==> src/rtl/ikbd_pkg.sv <==
// Shared constants and FSM state types for the IKBD serial link ACIA.
package ikbd_pkg;

  localparam int unsigned BIT_TICKS      = 16;
  localparam int unsigned START_MID_TICK = 8;

  typedef logic [3:0] tick_cnt_t;

  localparam tick_cnt_t BIT_LAST_TICK   = tick_cnt_t'(BIT_TICKS - 1);
  localparam tick_cnt_t START_LAST_TICK = tick_cnt_t'(START_MID_TICK - 1);

  typedef enum logic [1:0] {
    RX_IDLE,
    RX_START,
    RX_DATA,
    RX_STOP
  } rx_state_e;

  typedef enum logic [1:0] {
    TX_IDLE,
    TX_START,
    TX_DATA,
    TX_STOP
  } tx_state_e;

endpackage

==> src/rtl/ikbd_acia_fifo.sv <==
// Receive FIFO for the IKBD ACIA; DEPTH must be a power of two >= 2.
module ikbd_acia_fifo #(
  parameter int unsigned DEPTH = 4,
  parameter int unsigned WIDTH = 8
) (
  input  logic             clk,
  input  logic             res_n,
  input  logic             push_i,
  input  logic [WIDTH-1:0] wdata_i,
  input  logic             pop_i,
  output logic [WIDTH-1:0] rdata_o,
  output logic             empty_o,
  output logic             full_o
);

  localparam int unsigned AW = (DEPTH > 1) ? $clog2(DEPTH) : 1;

  logic [WIDTH-1:0] mem_q [DEPTH];
  logic [AW:0]      wr_q, wr_d;
  logic [AW:0]      rd_q, rd_d;

  // Extra pointer MSB distinguishes full from empty when the indices match.
  assign empty_o = (wr_q == rd_q);
  assign full_o  = (wr_q[AW] != rd_q[AW]) && (wr_q[AW-1:0] == rd_q[AW-1:0]);
  assign rdata_o = mem_q[rd_q[AW-1:0]];

  always_comb begin
    wr_d = wr_q;
    rd_d = rd_q;
    if (push_i) wr_d = wr_q + (AW+1)'(1);
    if (pop_i)  rd_d = rd_q + (AW+1)'(1);
  end

  always_ff @(posedge clk or negedge res_n) begin
    if (!res_n) begin
      wr_q <= '0;
      rd_q <= '0;
      for (int unsigned i = 0; i < DEPTH; i++) mem_q[i] <= '0;
    end else begin
      wr_q <= wr_d;
      rd_q <= rd_d;
      if (push_i) mem_q[wr_q[AW-1:0]] <= wdata_i;
    end
  end

endmodule

==> src/rtl/ikbd_acia.sv <==
// 8N1 serial ACIA for the IKBD link with independent RX/TX tick dividers.
// Define IKBD_ACIA_RX_FIFO_EN to replace the single RX holding register with a FIFO.
module ikbd_acia
  import ikbd_pkg::*;
#(
  parameter int unsigned CLK_DIV       = 16,
  parameter int unsigned RX_FIFO_DEPTH = 4
) (
  input  logic       clk,
  input  logic       res_n,
  input  logic       rx_line,
  output logic       tx_line,
  input  logic [7:0] tx_data,
  input  logic       tx_valid,
  output logic       tx_ready,
  output logic [7:0] rx_data,
  output logic       rx_valid,
  input  logic       rx_ready,
  output logic       rx_overrun,
  output logic       rx_frame_err,
  input  logic       err_clr
);

  localparam int unsigned    DIV_W    = (CLK_DIV > 1) ? $clog2(CLK_DIV) : 1;
  localparam logic [DIV_W-1:0] DIV_LAST = DIV_W'(CLK_DIV - 1);

  if (CLK_DIV < 1 || RX_FIFO_DEPTH < 2 ||
      (RX_FIFO_DEPTH & (RX_FIFO_DEPTH - 1)) != 0) begin : g_param_check
    $error("ikbd_acia: CLK_DIV must be >= 1 and RX_FIFO_DEPTH a power of two >= 2");
  end

  logic rx_meta_q, rx_sync_q;

  always_ff @(posedge clk or negedge res_n) begin
    if (!res_n) begin
      rx_meta_q <= 1'b1;
      rx_sync_q <= 1'b1;
    end else begin
      rx_meta_q <= rx_line;
      rx_sync_q <= rx_meta_q;
    end
  end

  logic [DIV_W-1:0] rx_div_q, rx_div_d;
  logic [DIV_W-1:0] tx_div_q, tx_div_d;
  logic             rx_tick, tx_tick, tx_accept;

  assign rx_tick   = (rx_div_q == DIV_LAST);
  assign tx_tick   = (tx_div_q == DIV_LAST);
  assign tx_accept = tx_valid && tx_ready;

  always_comb begin
    rx_div_d = rx_tick ? '0 : rx_div_q + DIV_W'(1);
    tx_div_d = (tx_accept || tx_tick) ? '0 : tx_div_q + DIV_W'(1);
  end

  always_ff @(posedge clk or negedge res_n) begin
    if (!res_n) begin
      rx_div_q <= '0;
      tx_div_q <= '0;
    end else begin
      rx_div_q <= rx_div_d;
      tx_div_q <= tx_div_d;
    end
  end

  rx_state_e rx_state_q, rx_state_d;
  tick_cnt_t rx_tcnt_q, rx_tcnt_d;
  logic [2:0] rx_bit_q, rx_bit_d;
  logic [7:0] rx_shift_q, rx_shift_d;
  logic       rx_brk_q, rx_brk_d;
  logic       deliver_q;
  logic       stop_ok, stop_bad;

  always_ff @(posedge clk or negedge res_n) begin
    if (!res_n) begin
      rx_state_q <= RX_IDLE;
      rx_tcnt_q  <= '0;
      rx_bit_q   <= '0;
      rx_shift_q <= '0;
      rx_brk_q   <= 1'b0;
      deliver_q  <= 1'b0;
    end else begin
      rx_state_q <= rx_state_d;
      rx_tcnt_q  <= rx_tcnt_d;
      rx_bit_q   <= rx_bit_d;
      rx_shift_q <= rx_shift_d;
      rx_brk_q   <= rx_brk_d;
      deliver_q  <= stop_ok;
    end
  end

  always_comb begin
    rx_state_d = rx_state_q;
    rx_tcnt_d  = rx_tcnt_q;
    rx_bit_d   = rx_bit_q;
    rx_shift_d = rx_shift_q;
    rx_brk_d   = rx_brk_q;
    unique case (rx_state_q)
      RX_IDLE: begin
        if (rx_tick && !rx_sync_q) begin
          rx_state_d = RX_START;
          rx_tcnt_d  = '0;
        end
      end
      RX_START: begin
        if (rx_tick) begin
          if (rx_tcnt_q == START_LAST_TICK) begin
            rx_tcnt_d  = '0;
            rx_bit_d   = '0;
            rx_state_d = rx_sync_q ? RX_IDLE : RX_DATA;
          end else begin
            rx_tcnt_d = rx_tcnt_q + tick_cnt_t'(1);
          end
        end
      end
      RX_DATA: begin
        if (rx_tick) begin
          if (rx_tcnt_q == BIT_LAST_TICK) begin
            rx_shift_d = {rx_sync_q, rx_shift_q[7:1]};
            rx_tcnt_d  = '0;
            rx_bit_d   = rx_bit_q + 3'd1;
            if (rx_bit_q == 3'd7) rx_state_d = RX_STOP;
          end else begin
            rx_tcnt_d = rx_tcnt_q + tick_cnt_t'(1);
          end
        end
      end
      RX_STOP: begin
        // After a bad stop bit, park here until the line idles high again.
        if (rx_brk_q) begin
          if (rx_sync_q) begin
            rx_brk_d   = 1'b0;
            rx_state_d = RX_IDLE;
          end
        end else if (stop_ok) begin
          rx_state_d = RX_IDLE;
        end else if (stop_bad) begin
          rx_brk_d = 1'b1;
        end else if (rx_tick) begin
          rx_tcnt_d = rx_tcnt_q + tick_cnt_t'(1);
        end
      end
    endcase
  end

  always_comb begin
    stop_ok  = 1'b0;
    stop_bad = 1'b0;
    if (rx_state_q == RX_STOP && !rx_brk_q && rx_tick && rx_tcnt_q == BIT_LAST_TICK) begin
      stop_ok  = rx_sync_q;
      stop_bad = !rx_sync_q;
    end
  end

  logic ovr_set;

`ifdef IKBD_ACIA_RX_FIFO_EN
  logic fifo_push, fifo_pop, fifo_empty, fifo_full;

  // A pop in the delivery cycle frees a slot, so a full FIFO still accepts.
  assign fifo_pop  = rx_valid && rx_ready;
  assign fifo_push = deliver_q && (!fifo_full || fifo_pop);
  assign ovr_set   = deliver_q && fifo_full && !fifo_pop;
  assign rx_valid  = !fifo_empty;

  ikbd_acia_fifo #(
    .DEPTH (RX_FIFO_DEPTH),
    .WIDTH (8)
  ) u_rx_fifo (
    .clk     (clk),
    .res_n   (res_n),
    .push_i  (fifo_push),
    .wdata_i (rx_shift_q),
    .pop_i   (fifo_pop),
    .rdata_o (rx_data),
    .empty_o (fifo_empty),
    .full_o  (fifo_full)
  );
`else
  logic       hold_valid_q, hold_valid_d;
  logic [7:0] hold_data_q, hold_data_d;

  always_comb begin
    hold_valid_d = hold_valid_q;
    hold_data_d  = hold_data_q;
    ovr_set      = 1'b0;
    if (hold_valid_q && rx_ready) hold_valid_d = 1'b0;
    if (deliver_q) begin
      if (!hold_valid_q || rx_ready) begin
        hold_valid_d = 1'b1;
        hold_data_d  = rx_shift_q;
      end else begin
        ovr_set = 1'b1;
      end
    end
  end

  always_ff @(posedge clk or negedge res_n) begin
    if (!res_n) begin
      hold_valid_q <= 1'b0;
      hold_data_q  <= '0;
    end else begin
      hold_valid_q <= hold_valid_d;
      hold_data_q  <= hold_data_d;
    end
  end

  assign rx_valid = hold_valid_q;
  assign rx_data  = hold_data_q;
`endif

  logic overrun_q, overrun_d;
  logic ferr_q, ferr_d;

  always_comb begin
    overrun_d = ovr_set  ? 1'b1 : (err_clr ? 1'b0 : overrun_q);
    ferr_d    = stop_bad ? 1'b1 : (err_clr ? 1'b0 : ferr_q);
  end

  always_ff @(posedge clk or negedge res_n) begin
    if (!res_n) begin
      overrun_q <= 1'b0;
      ferr_q    <= 1'b0;
    end else begin
      overrun_q <= overrun_d;
      ferr_q    <= ferr_d;
    end
  end

  assign rx_overrun   = overrun_q;
  assign rx_frame_err = ferr_q;

  tx_state_e  tx_state_q, tx_state_d;
  tick_cnt_t  tx_tcnt_q, tx_tcnt_d;
  logic [2:0] tx_bit_q, tx_bit_d;
  logic [7:0] tx_shift_q, tx_shift_d;

  always_ff @(posedge clk or negedge res_n) begin
    if (!res_n) begin
      tx_state_q <= TX_IDLE;
      tx_tcnt_q  <= '0;
      tx_bit_q   <= '0;
      tx_shift_q <= '0;
    end else begin
      tx_state_q <= tx_state_d;
      tx_tcnt_q  <= tx_tcnt_d;
      tx_bit_q   <= tx_bit_d;
      tx_shift_q <= tx_shift_d;
    end
  end

  always_comb begin
    tx_state_d = tx_state_q;
    tx_tcnt_d  = tx_tcnt_q;
    tx_bit_d   = tx_bit_q;
    tx_shift_d = tx_shift_q;
    unique case (tx_state_q)
      TX_IDLE: begin
        if (tx_accept) begin
          tx_state_d = TX_START;
          tx_tcnt_d  = '0;
          tx_shift_d = tx_data;
        end
      end
      TX_START: begin
        if (tx_tick) begin
          if (tx_tcnt_q == BIT_LAST_TICK) begin
            tx_state_d = TX_DATA;
            tx_tcnt_d  = '0;
            tx_bit_d   = '0;
          end else begin
            tx_tcnt_d = tx_tcnt_q + tick_cnt_t'(1);
          end
        end
      end
      TX_DATA: begin
        if (tx_tick) begin
          if (tx_tcnt_q == BIT_LAST_TICK) begin
            tx_shift_d = {1'b0, tx_shift_q[7:1]};
            tx_tcnt_d  = '0;
            tx_bit_d   = tx_bit_q + 3'd1;
            if (tx_bit_q == 3'd7) tx_state_d = TX_STOP;
          end else begin
            tx_tcnt_d = tx_tcnt_q + tick_cnt_t'(1);
          end
        end
      end
      TX_STOP: begin
        if (tx_tick) begin
          if (tx_tcnt_q == BIT_LAST_TICK) tx_state_d = TX_IDLE;
          else                            tx_tcnt_d  = tx_tcnt_q + tick_cnt_t'(1);
        end
      end
    endcase
  end

  always_comb begin
    tx_ready = 1'b0;
    tx_line  = 1'b1;
    unique case (tx_state_q)
      TX_IDLE:  tx_ready = 1'b1;
      TX_START: tx_line  = 1'b0;
      TX_DATA:  tx_line  = tx_shift_q[0];
      TX_STOP:  tx_line  = 1'b1;
    endcase
  end

endmodule

==> config.mk <==
export PLATFORM = sky130hd
export DESIGN_NAME = ikbd_acia
export DESIGN_NICKNAME = d
export VERILOG_FILES = /design/src/rtl/ikbd_pkg.sv /design/src/rtl/ikbd_acia_fifo.sv /design/src/rtl/ikbd_acia.sv
export SDC_FILE = /design/constraint.sdc
export NUM_CORES = 1
export LEC_CHECK = 0
export BUFFER_PORTS_ARGS = -buffer_cell sky130_fd_sc_hd__buf_2
export CAP_MARGIN = 20
export CORE_ASPECT_RATIO = 2
export CORE_MARGIN = 4
export CORE_UTILIZATION = 35
export CTS_CLUSTER_DIAMETER = 30
export CTS_CLUSTER_SIZE = 28
export DETAILED_ROUTE_END_ITERATION = 8
export GPL_TIMING_DRIVEN = 0
export SLEW_MARGIN = 15
export SYNTH_ARGS = -nofsm -noshare
export SYNTH_HDL_FRONTEND = slang
export SYNTH_SLANG_ARGS = --single-unit
==> constraint.sdc <==
create_clock -name clk -period 4.37 [get_ports clk]
set_clock_uncertainty 0.2 [all_clocks]
set_input_delay 0.2185 -clock clk [delete_from_list [all_inputs] [get_ports clk]]
set_output_delay 0.2185 -clock clk [all_outputs]
set_load 0.01 [all_outputs]
==> results of run 1 <==
-- routing by layer --
layer	up-vias	routed length, microns
li1	988	-
met1	991	1980
met2	21	3010
met3	13	137
met4	0	150
met5	-	0
-- worst paths after layout --
| check | start | end | cells after the start |
|---|---|---|---|
| worst max-delay path | tx_state_q[0] | tx_line | 6 |
| worst min-delay path | tx_data[2] | tx_shift_q[2] | 3 |
| worst max register to register | tx_state_q[0] | tx_tcnt_q[3] | 6 |
| worst min register to register | rx_meta_q | rx_sync_q | 0 |
| max in group asynchronous | res_n | tx_shift_q[4] | 2 |
| min in group asynchronous | res_n | rx_data[1] | 2 |
-- cells in the mapped netlist (all sizes together) (2+ instances only) --
master | n | share of area, %
a211o | 2 | 0.64
a21o | 2 | 0.55
a21oi | 12 | 2.3
a22o | 10 | 3.2
a31oi | 2 | 0.46
and3 | 3 | 0.73
buf | 3 | 0.50
clkbuf | 4 | 0.55
dfrtp | 55 | 50
dfstp | 2 | 1.9
ha | 13 | 5.9
inv | 10 | 1.4
mux2 | 19 | 7.8
mux2i | 7 | 2.6
nand2 | 30 | 4.2
nand2b | 2 | 0.46
nand3 | 9 | 1.8
nor2 | 13 | 1.8
nor3 | 3 | 0.55
nor3b | 4 | 1.5
o21a | 2 | 0.55
o21ai | 21 | 4.1
o21bai | 2 | 0.55
o22ai | 2 | 0.46
or2 | 2 | 0.46
xor2 | 2 | 0.64
-- worst register-to-register path: stages (launching register included) --
cell	delay, ns
dfrtp_1	0.39
inv_1	0.10
ha_1	0.42
a21oi_1	0.12
or2_2	0.30
or4_1	0.47
o21ai_1	0.08
-- cell type report --
| cell class | count | area, sq um |
|---|---|---|
| plain buffers | 7 | 28.8 |
| clock buffers | 11 | 253 |
| clock inverters | 5 | 77.6 |
| multi-input cells | 176 | 1240 |
| fillers | 739 | 4210 |
| well taps | 94 | 118 |
| repair buffers | 33 | 203 |
| inverters | 10 | 37.5 |
| flip-flops and latches | 57 | 1430 |
-- state kept, by name, summed over array words and instances, names as in the netlist, 4 cells and up, named ones only --
| signal | count |
|---|---|
| tx_div_q | 4 |
| tx_shift_q | 8 |
| rx_data | 8 |
| rx_shift_q | 8 |
| rx_tcnt_q | 4 |
| tx_tcnt_q | 4 |
| rx_div_q | 4 |
-- report_power, final --
| group | total, W | internal, W | switching [W] |
|---|---|---|---|
| logic | 0.000537 | 0.000220 | 0.000317 |
| registers | 0.000672 | 0.000616 | 0.0000561 |
| clock network | 0.000754 | 0.000526 | 0.000228 |
-- through the flow --
stage	hold slack (ns)	instances	util [%]	instance area [sq um]
floorplan	-0.277	250	-	2740
global placement	0.123	370	39.3	2990
detailed placement	0.125	370	39.3	2990
CTS	0.00387	393	44.6	3390
global route	0.0350	393	44.6	3390
finish	0.00761	393	44.6	3390
-- what timing repair did --
| action | CTS | global route |
|---|---|---|
| hold buffers | 7 | 0 |
| buffers inserted | 0 | 0 |
| gates resized for setup | 0 | 0 |
| hold endpoints to repair | 62 | 0 |
-- kinds of logic (layout without fill, tap and decap cells) --
kind of cell	after synthesis	in the layout	share of synthesized area, %
AND/OR/NAND/NOR	73	73	13.3
AO/OA/AOI/OAI	61	61	14.8
adder cells (fa/ha/maj)	13	13	5.94
multiplexers	26	26	10.4
buffers and inverters	17	66	2.42
flip-flops	57	57	52.2
XOR/XNOR	3	3	0.960
==> impl_metrics.py, run 1 <==
metrics = {
    "run_status": {
        "status": "complete, no violations",
    },
    "worst_setup_path": {
        "r2r_slack_ns": 2.23,
        "worstPathCellList": "inv_1 -> ha_1 -> buf_2 -> buf_1 -> o21ai_0 -> buf_2",
        "path_class": "flop to primary output",
        "critPathMaxStageDelay_ns": 0.42,
        "cp_max_fo": 10,
        "cp_slowest_cell": "buf_1",
        "end_kind": "primary output",
        "crit_family": "buffers and inverters",
        "setup.worst_path.start_class": "flop",
        "required_ns": 3.95,
        "cp_common_cell": "buf_2",
        "path_buf_inv": 4,
        "cp.arrival_ns": 2.01,
    },
    "power_and_ir_drop": {
        "ir_drop_mv": 0.203,
        "cellLeakagePower_nw": 1.65,
        "p_per_area_nw_per_um2": 579,
        "finalPower_w": 0.00196,
    },
    "timing": {
        "setup_viol": 0,
        "max_slew_margin_pct": 52.0,
        "worst_pin_slew_ns": 0.720,
        "drv_slew": 0,
        "layout_setup_ws_ns": 1.94,
        "clock.fmax_ghz": 0.412,
        "tns_ns": 0,
        "finalHoldViolCount": 0,
        "rsz0062_at_grt": "no",
        "period_minus_slack_ns": 2.43,
        "period_share_pct": 55.5,
    },
    "detailed_routing": {
        "drc": 0,
        "drtIter0Drc": 95,
        "wire_per_inst_microns": 13.4,
        "dr.pass1.iters": 4,
        "vias": 2013,
        "vias_per_cell": 5.12,
        "final_antenna_net_count": 0,
        "wl_mm": 5.28,
    },
    "synth": {
        "synthFlopType": "dfrtp_1",
        "yosysUniqueCellTypes": 48,
        "synth_cells": 250,
        "syn_nets": 277,
        "async_flop_share_pct": 100,
        "syn_area_per_cell_sq_um": 11.0,
        "synth_edf_count": 0,
        "ys_ff_latch": 57,
        "yosys_warnings": 0,
        "syn_area_sq_um": 2740,
        "yosysSeqAreaShare_pct": 52.2,
    },
    "clocking": {
        "cts_made_buffers": 9,
        "cts_root_buffer": "clkbuf_16",
        "tritoncts": "built",
        "htreeDepth": 3,
        "path_clk_slew_ns": 0.05,
        "worstSkewPairLatency_ns": 0.32,
        "cts.sinks": 57,
        "cts_buffer_depth": 2,
    },
    "floorplan": {
        "initial_core_util_pct": 36.0,
        "die_x_microns": 70.6,
        "io_pins": 27,
        "coreArea_sq_um": 7600,
        "fp.dieH_microns": 133,
        "rows": 45,
        "die_area_sq_um": 9390,
    },
    "run": {
        "drv_cap": 0,
    },
    "place": {
        "post-place-ws_ns": 2.24,
        "dp_hpwl_mm": 3.85,
        "port_buffers": 26,
        "gp_congestion": 0.786,
    },
    "global_routing": {
        "grt_pass1_vias": 1988,
        "grt_start_max_net_pins": 58,
        "grt.met1_usage_pct": 11.3,
        "met3_usage_pct": 3.02,
        "grt_pass1_wl_mm": 8.85,
        "grt_use_total_pct": 12.0,
        "antenna_found_initial": 0,
        "met2_usage_pct": 22.3,
        "overflow": 0,
        "busiest_layer": "met2",
    },
    "layout": {
        "drive_gt1_share_pct": 24.7,
        "nNetsFinal": 321,
        "final_common_cell": "dfrtp_1",
        "area_growth_pct": 23.8,
        "antenna_cells": 0,
        "final_cell_mix": "dfrtp_1 (55), nand2_1 (29), buf_2 (27)",
    },
    "hold_path": {
        "hold_path_class": "primary input to flop",
    },
}
No activity file was read; power rests on OpenSTA's default activity.
==> run 2: changes to the inputs <==
==> constraint.sdc (replaced) <==
create_clock -name clk -period 2.2 [get_ports clk]
set_clock_uncertainty 0.2 [all_clocks]
set_input_delay 0.11 -clock clk [delete_from_list [all_inputs] [get_ports clk]]
set_output_delay 0.11 -clock clk [all_outputs]
set_load 0.01 [all_outputs]
==> run 2 against run 1 <==
- power increased by 100%
- via count increased by 1.5%
- critical path depth unchanged
- count of clock-buffer cells in the layout unchanged
- sequential share of layout area decreased by 1.1 points
- non-clock buffer count rose by 7
- critical path type is now flop to flop
==> impl_metrics.py, run 2 (synthesis results as in run 1) <==
metrics = {
    "place": {
        "port_buffers": 26,
        "dp_hpwl_mm": 3.85,
        "gp_congestion": 0.786,
    },
    "timing": {
        "tns_ns": 0,
        "finalHoldViolCount": 0,
        "drv_slew": 0,
        "worst_pin_slew_ns": 0.721,
        "period_minus_slack_ns": 2.10,
        "period_share_pct": 95.5,
        "setup_viol": 0,
        "whs_ns": 0.154,
        "rsz0062_at_grt": "no",
        "max_slew_margin_pct": 51.9,
        "clock.fmax_ghz": 0.476,
    },
    "global_routing": {
        "grt_start_max_net_pins": 58,
        "met2_usage_pct": 22.4,
        "grt_use_total_pct": 12.1,
        "overflow": 0,
        "antenna_found_initial": 0,
        "grt_pass1_vias": 2028,
        "grt.met1_usage_pct": 11.7,
        "grt_pass1_wl_mm": 9.00,
        "busiest_layer": "met2",
        "met3_usage_pct": 3.02,
    },
    "detailed_routing": {
        "wl_mm": 5.33,
        "final_antenna_net_count": 0,
        "vias_per_cell": 5.11,
        "dr.pass1.iters": 4,
        "drtIter0Drc": 118,
        "wire_per_inst_microns": 13.3,
        "drc": 0,
        "vias": 2044,
    },
    "worst_setup_path": {
        "path_class": "flop to flop",
        "crit_family": "simple AND/OR/NAND/NOR gates",
        "path_buf_inv": 1,
        "required_ns": 2.25,
        "end_kind": "flop",
        "setup.worst_path.start_class": "flop",
        "cp_max_fo": 6,
        "cp.arrival_ns": 2.15,
        "worstPathCellList": "inv_1 -> ha_2 -> a21oi_1 -> or2_2 -> or4_1 -> o21ai_1",
        "critPathMaxStageDelay_ns": 0.47,
        "cp_slowest_cell": "or4_1",
    },
    "floorplan": {
        "die_area_sq_um": 9390,
        "die_x_microns": 70.6,
        "initial_core_util_pct": 36.0,
        "fp.dieH_microns": 133,
        "rows": 45,
        "io_pins": 27,
        "coreArea_sq_um": 7600,
    },
    "layout": {
        "fill_cells": 729,
        "nNetsFinal": 328,
        "final_cell_mix": "dfrtp_1 (55), nand2_1 (29), buf_2 (27)",
        "area_growth_pct": 27.0,
        "antenna_cells": 0,
        "final_common_cell": "dfrtp_1",
        "drive_gt1_share_pct": 25.8,
    },
    "clocking": {
        "htreeDepth": 3,
        "worstSkewPairLatency_ns": 0.32,
        "cts_made_buffers": 9,
        "cts.sinks": 57,
        "cts_buffer_depth": 2,
        "tritoncts": "built",
        "path_clk_slew_ns": 0.05,
        "cts_root_buffer": "clkbuf_16",
    },
    "run_status": {
        "status": "complete, no violations",
    },
    "hold_path": {
        "hold_path_class": "flop to flop",
    },
    "power_and_ir_drop": {
        "ir_drop_mv": 0.403,
        "p_per_area_nw_per_um2": 1130,
        "cellLeakagePower_nw": 1.69,
    },
    "run": {
        "drv_cap": 0,
    },
}
## run 2: timing repair
action,CTS,global route
hold endpoints to repair,71,0
hold buffers,13,0
pin swaps,0,1
gates resized for setup,1,7
buffers inserted,0,1
endpoints found under the setup margin,1,16
## run 2: final timing paths
| check | from | end | slack [ns] | depth (start not counted) |
|---|---|---|---|---|
| min in group asynchronous | res_n | rx_data[1] | 0.18 | 2 |
| hold / removal | rx_meta_q | rx_sync_q | 0.15 | 0 |
| max in group asynchronous | res_n | tx_shift_q[4] | 1.13 | 2 |
| hold reg to reg | rx_meta_q | rx_sync_q | 0.15 | 0 |
| setup reg to reg | tx_state_q[0] | tx_tcnt_q[3] | 0.1 | 6 |
| setup / recovery | tx_state_q[0] | tx_tcnt_q[3] | 0.1 | 6 |
## run 2: per-layer routing
metal  vias to the layer above  wire, microns
li1                       1003              -
met1                      1016           2010
met2                        17           3060
met3                         8            121
met4                         0            137
met5                         -              0
## run 2: where the power goes
part / leakage [nW] / internal [W] / switching, W
registers: 0.752 / 0.00122 / 0.000112
clock network: 0.162 / 0.00105 / 0.000455
logic: 0.776 / 0.000462 / 0.000632
total: 1.69 / 0.00273 / 0.00120
## run 2: area by class of cell
class	count	area [sq um]	share of cell area [%]
Sequential cell	57	1430	41.1
Multi-Input combinational cell	176	1250	35.9
Timing Repair Buffer	40	283	8.13
Clock buffer	11	253	7.26
Tap cell	94	118	3.38
Clock inverter	5	77.6	2.23
Inverter	10	37.5	1.08
Buffer	7	33.8	0.971
## run 2: per-stage QoR
stage | utilization, % | total power [W] | setup slack (ns) | instances | area, sq um
after detailed placement | 39.3 | 0.00241 | 0.0735 | 370 | 2990
after CTS | 45.4 | 0.00396 | 0.0247 | 399 | 3450
after floorplan | - | 0.00214 | 0.247 | 250 | 2740
after global placement | 39.3 | 0.00239 | 0.116 | 370 | 2990
final | 45.8 | 0.00393 | 0.0992 | 400 | 3480
after global routing | 45.8 | 0.00417 | 0.00796 | 400 | 3480
